--- config.mk ---
export PLATFORM = sky130hd
export DESIGN_NAME = dev_row_gatherer
export DESIGN_NICKNAME = d
export VERILOG_FILES = /design/src/rtl/dev_row_gatherer.sv
export SDC_FILE = /design/constraint.sdc
export NUM_CORES = 2
export LEC_CHECK = 0
export CAP_MARGIN = 0
export CORE_UTILIZATION = 49
export DETAILED_ROUTE_END_ITERATION = 12
export GPL_TIMING_DRIVEN = 0
export HOLD_SLACK_MARGIN = 0.1
export PLACE_DENSITY_LB_ADDON = 0.2
export SETUP_SLACK_MARGIN = 0.1
export SYNTH_ARGS = -nofsm -noshare
export SYNTH_HDL_FRONTEND = slang
export SYNTH_SLANG_ARGS = --single-unit
--- constraint.sdc ---
create_clock -name clk_i -period 2.4 [get_ports clk_i]
set_clock_uncertainty 0.1 [all_clocks]
set_input_delay 0.6 -clock clk_i [delete_from_list [all_inputs] [get_ports clk_i]]
set_output_delay 0.6 -clock clk_i [all_outputs]
set_load 0.05 [all_outputs]
--- src/rtl/dev_row_gatherer.sv ---
// Packs narrow words into one SpatPar-word wide beat; flush emits a zero-padded partial row.
// Latency: 1 cycle from the last accepted word (or flush) to a_valid_o when the output register is free.
// Backpressure: a completed or flushed row waits in the fill buffer while a_ready_i is low; in_ready_o drops meanwhile.
module dev_row_gatherer #(
    parameter int SpatPar   = 8,
    parameter int DataWidth = 64,
    localparam int CntW     = $clog2(SpatPar) + 1,
    localparam int RowW     = SpatPar * DataWidth
) (
    input  logic                 clk_i,
    input  logic                 rst_i,
    input  logic [DataWidth-1:0] in_data_i,
    input  logic                 in_valid_i,
    output logic                 in_ready_o,
    input  logic                 flush_i,
    output logic [RowW-1:0]      a_o,
    output logic                 a_valid_o,
    input  logic                 a_ready_i,
    output logic [CntW-1:0]      fill_cnt_o,
    output logic [15:0]          beat_cnt_o
);

    logic [RowW-1:0] fill_buf;
    logic [RowW-1:0] row_nxt;
    logic [RowW-1:0] a_q;
    logic [CntW-1:0] cnt;
    logic [CntW-1:0] cnt_inc;
    logic            fill_full;
    logic            flush_pend;
    logic            a_vld_q;
    logic [15:0]     beat_q;

    logic out_free;
    logic acc;
    logic last_word;
    logic flush_new;
    logic row_done;
    logic xfer;

    // Handshake terms, row assembly and transfer decision.
    always_comb begin
        out_free   = !a_vld_q || a_ready_i;
        in_ready_o = !fill_full && !flush_pend;
        acc        = in_valid_i && in_ready_o;
        last_word  = acc && (cnt == CntW'(SpatPar - 1));
        cnt_inc    = cnt + {{(CntW-1){1'b0}}, acc};
        // A word landing with the flush joins the row first; a flush on an
        // already-full row or an empty row has nothing left to do.
        flush_new  = flush_i && !fill_full && !flush_pend && !last_word &&
                     (cnt_inc != '0);
        row_done   = fill_full || flush_pend || last_word || flush_new;
        xfer       = row_done && out_free;

        // Slots not yet written stay zero because the buffer is cleared on every transfer.
        row_nxt = fill_buf;
        for (int k = 0; k < SpatPar; k++) begin
            if (acc && (cnt == CntW'(k))) begin
                row_nxt[k*DataWidth +: DataWidth] = in_data_i;
            end
        end
    end

    // Fill buffer, row state and output register.
    always_ff @(posedge clk_i) begin
        if (rst_i) begin
            fill_buf   <= '0;
            cnt        <= '0;
            fill_full  <= 1'b0;
            flush_pend <= 1'b0;
            a_q        <= '0;
            a_vld_q    <= 1'b0;
        end else if (xfer) begin
            a_q        <= row_nxt;
            a_vld_q    <= 1'b1;
            fill_buf   <= '0;
            cnt        <= '0;
            fill_full  <= 1'b0;
            flush_pend <= 1'b0;
        end else begin
            if (a_vld_q && a_ready_i) begin
                a_vld_q <= 1'b0;
            end
            fill_buf <= row_nxt;
            cnt      <= cnt_inc;
            if (last_word) begin
                fill_full <= 1'b1;
            end
            if (flush_new) begin
                flush_pend <= 1'b1;
            end
        end
    end

    // Count of consumed wide beats, wrapping at 16 bits.
    always_ff @(posedge clk_i) begin
        if (rst_i) begin
            beat_q <= '0;
        end else if (a_vld_q && a_ready_i) begin
            beat_q <= beat_q + 16'd1;
        end
    end

    assign a_o        = a_q;
    assign a_valid_o  = a_vld_q;
    assign fill_cnt_o = cnt;
    assign beat_cnt_o = beat_q;

endmodule

==> results.py <==
metrics = {
    "run_status": {
        "status": "complete, but fails checks",
        "violations": "negative setup slack",
    },
    "clock_tree": {
        "root_buffer": "clkbuf_16",
        "cts_tree": "done",
        "clkTransAtPathRegs_ns": 0.06,
        "cts_buffer_depth": 3,
        "clk_latency_ns": 0.67,
        "cts_htree_levels": 3,
        "cts_made_buffers": 105,
        "cts.sinks": 1047,
        "hold_buffers": 0,
    },
    "sta": {
        "hold_violations": 0,
        "fmax_mhz": 377,
        "min_period_ns": 2.65,
        "period_share_pct": 110,
        "slew_headroom_pct": 15.3,
        "worstMarginPinSlew_ns": 1.27,
        "setup_viol": 1329,
        "maxSlewViolCount": 0,
        "worst_slack_ns": -0.251,
        "rsz0062_at_grt": "yes",
    },
    "yosys": {
        "syn_area_mm2": 0.0398,
        "yosysSeqAreaShare_pct": 52.7,
        "synth_cells": 3839,
        "synth_ff_type": "dfxtp_1",
        "syn-num-nets": 3911,
        "ys_warn_count": 0,
        "avgSynthCellArea_um2": 10.4,
        "synth_cell_types": 45,
        "synth_edf_count": 0,
        "yosys_register_bits": 1047,
        "async_flop_share_pct": 0,
    },
    "detailed_routing": {
        "wire_per_inst_um": 28.7,
        "drt_iter0_markers": 3420,
        "dr.pass1.iters": 6,
        "drc_errors": 0,
        "viasPerCell": 6.38,
        "routed_wirelength_um": 163000,
        "antenna_left": 0,
        "vias": 36179,
    },
    "placed_design": {
        "dpl.hpwl_um": 112000,
        "dp_slack_ns": -2.58,
        "place_area_mm2": 0.0467,
        "portBuffers": 537,
        "gp_congestion": 0.921,
    },
    "hold_path": {
        "hold_class": "flop to flop",
    },
    "floorplanning": {
        "start_util_pct": 49.5,
        "core_area_mm2": 0.0804,
        "die_y_um": 287,
        "io_pins": 603,
        "design.die.area_mm2": 0.0824,
        "row_count": 104,
        "die_x_um": 287,
    },
    "finish": {
        "nFillCells": 6447,
        "fin_area_mm2": 0.0526,
        "area_growth_pct": 32.2,
        "seq_area_mm2": 0.0210,
        "nets": 4595,
        "drive_gt1_share_pct": 15.5,
        "multiInputGateArea_mm2": 0.0174,
    },
    "global_route": {
        "track_usage_pct": 37.2,
        "grt_pass1_vias": 33055,
        "grt_first_pass_wirelength_um": 225000,
        "antenna_found_initial": 12,
        "overflow": 0,
        "grt_max_degree": 15,
    },
    "pwr": {
        "peakVddDrop_mv": 0.652,
        "leakagePower_nw": 20.5,
        "p_per_area_mw_per_mm2": 937,
    },
    "setup_path": {
        "required_ns": 2.86,
        "start_kind": "flop",
        "worstPathArrival_ns": 3.11,
        "critPathCaptureType": "flop",
        "worst-setup-path-type": "flop to flop",
        "critical_path.max_fanout": 9,
    },
    "job": {
        "max_cap_viol_count": 0,
    },
}
[kinds of logic after synthesis]
kind of cell    after synthesis  share of synthesized area [%]
buf+inv                     524                           6.09
compound gates             1105                           21.5
simple gates                638                           6.54
fa+ha+maj                     3                         0.0943
xor+xnor                     10                          0.220
mux                         512                           12.9
flops                      1047                           52.7
[path summary, 6_finish.rpt]
path	from	to	slack (ns)	cells past startpoint
max	flush_pend	a_o[99]	-0.25	7
min	a_o[490]	a_o[490]	0.36	2
max reg2reg	flush_pend	a_o[99]	-0.25	7
min reg2reg	a_o[490]	a_o[490]	0.36	2
[cell type report]
class | count | area share (%)
multi-input combinational | 2268 | 33.2
tap | 1060 | 2.52
sequential | 1047 | 39.9
clock inverter | 29 | 0.618
timing repair buffer | 579 | 11.1
buffer | 520 | 6.74
antenna | 5 | 0.0238
clock buffer | 159 | 5.96
inverter | 2 | 0.0166
[placed cells by master, fill, tap and decap left out, drive strengths merged, types with 5 or more instances in the layout]
master	netlist	final
a221oi	455	455
xor2	5	5
nand2	67	67
xnor2	5	5
a21oi	65	65
clkdlybuf4s15	0	48
bufinv	0	6
dfxtp	1047	1047
nor2	469	469
a211oi	455	455
buf	200	240
clkdlybuf4s50	0	328
and3	8	8
a21o	57	57
clkbuf	322	481
clkinv	1	18
o21ai	60	60
diode	0	5
nand3	65	65
dlygate4sd2	0	159
mux2i	512	512
[report_power, final]
part           internal [mW]  switching [mW]  leakage (nW)  total (mW)
combinational           4.23            8.86          10.3        13.1
clock                   9.62            7.09          1.70        16.7
sequential              18.6           0.899          8.52        19.5
[synth_stat cells (all sizes together) (4+ instances only)]
cell type,instances,area (um2)
dfxtp,1047,21000
o21ai,60,312
nand2,67,251
nor3,4,20.0
or4,4,30.0
mux2i,512,5120
clkbuf,322,1210
nand3,65,325
nor2,469,1760
o31ai,4,30.0
buf,200,1200
a211oi,455,3420
a221oi,455,3990
xnor2,5,43.8
a21o,57,428
a21oi,65,325
and3,8,50.1
xor2,5,43.8
[through the flow]
stage	hold WS, ns	cells	utilization (%)	power [mW]	setup TNS, ns
5_1_grt	0.374	5665	65.4	50.5	-232.86
2_1_floorplan	0.356	3839	-	27.5	-104.98
6_report	0.363	5669	65.4	49.3	-175.21
3_3_place_gp	0.347	5436	58.1	31.9	-2570.97
3_5_place_dp	0.350	5436	58.1	32.0	-2069.66
4_1_cts	0.344	5649	63.7	48.5	-128.74
[worst max-delay path, cell delays in order, from the launching register on]
cell and delay [ns]:
dfxtp_4 0.37, or4b_4 0.55, clkbuf_16 0.18, or4b_4 0.52, buf_12 0.20, buf_12 0.15
mux2i_1 0.16, a211oi_1 0.31
[per-layer routing]
layer	share of wire, %	wire, um	global-route usage, %	up-vias
met4	6.9	11300	23.1	10
met5	0.037	61	0	-
met2	44	71400	56.7	2168
met1	39	63600	47.2	17730
met3	10	16500	9.53	478
li1	-	-	-	15793
[flip-flops by register name, summed over array words and instances (netlist names)]
register	flops
fill_full	1
beat_cnt_o	16
fill_cnt_o	4
a_o	512
a_valid_o	1
fill_buf	512
flush_pend	1
[what timing repair did]
action / 4_1_cts / 5_1_grt
setup endpoints to repair: 1571 / 1528
setup buffers: 23 / 5
hold endpoints to repair: 0 / 0
resized for setup: 524 / 351
pin swaps: 38 / 49
cloned: 3 / 11
(Power assumes the default switching activity.)
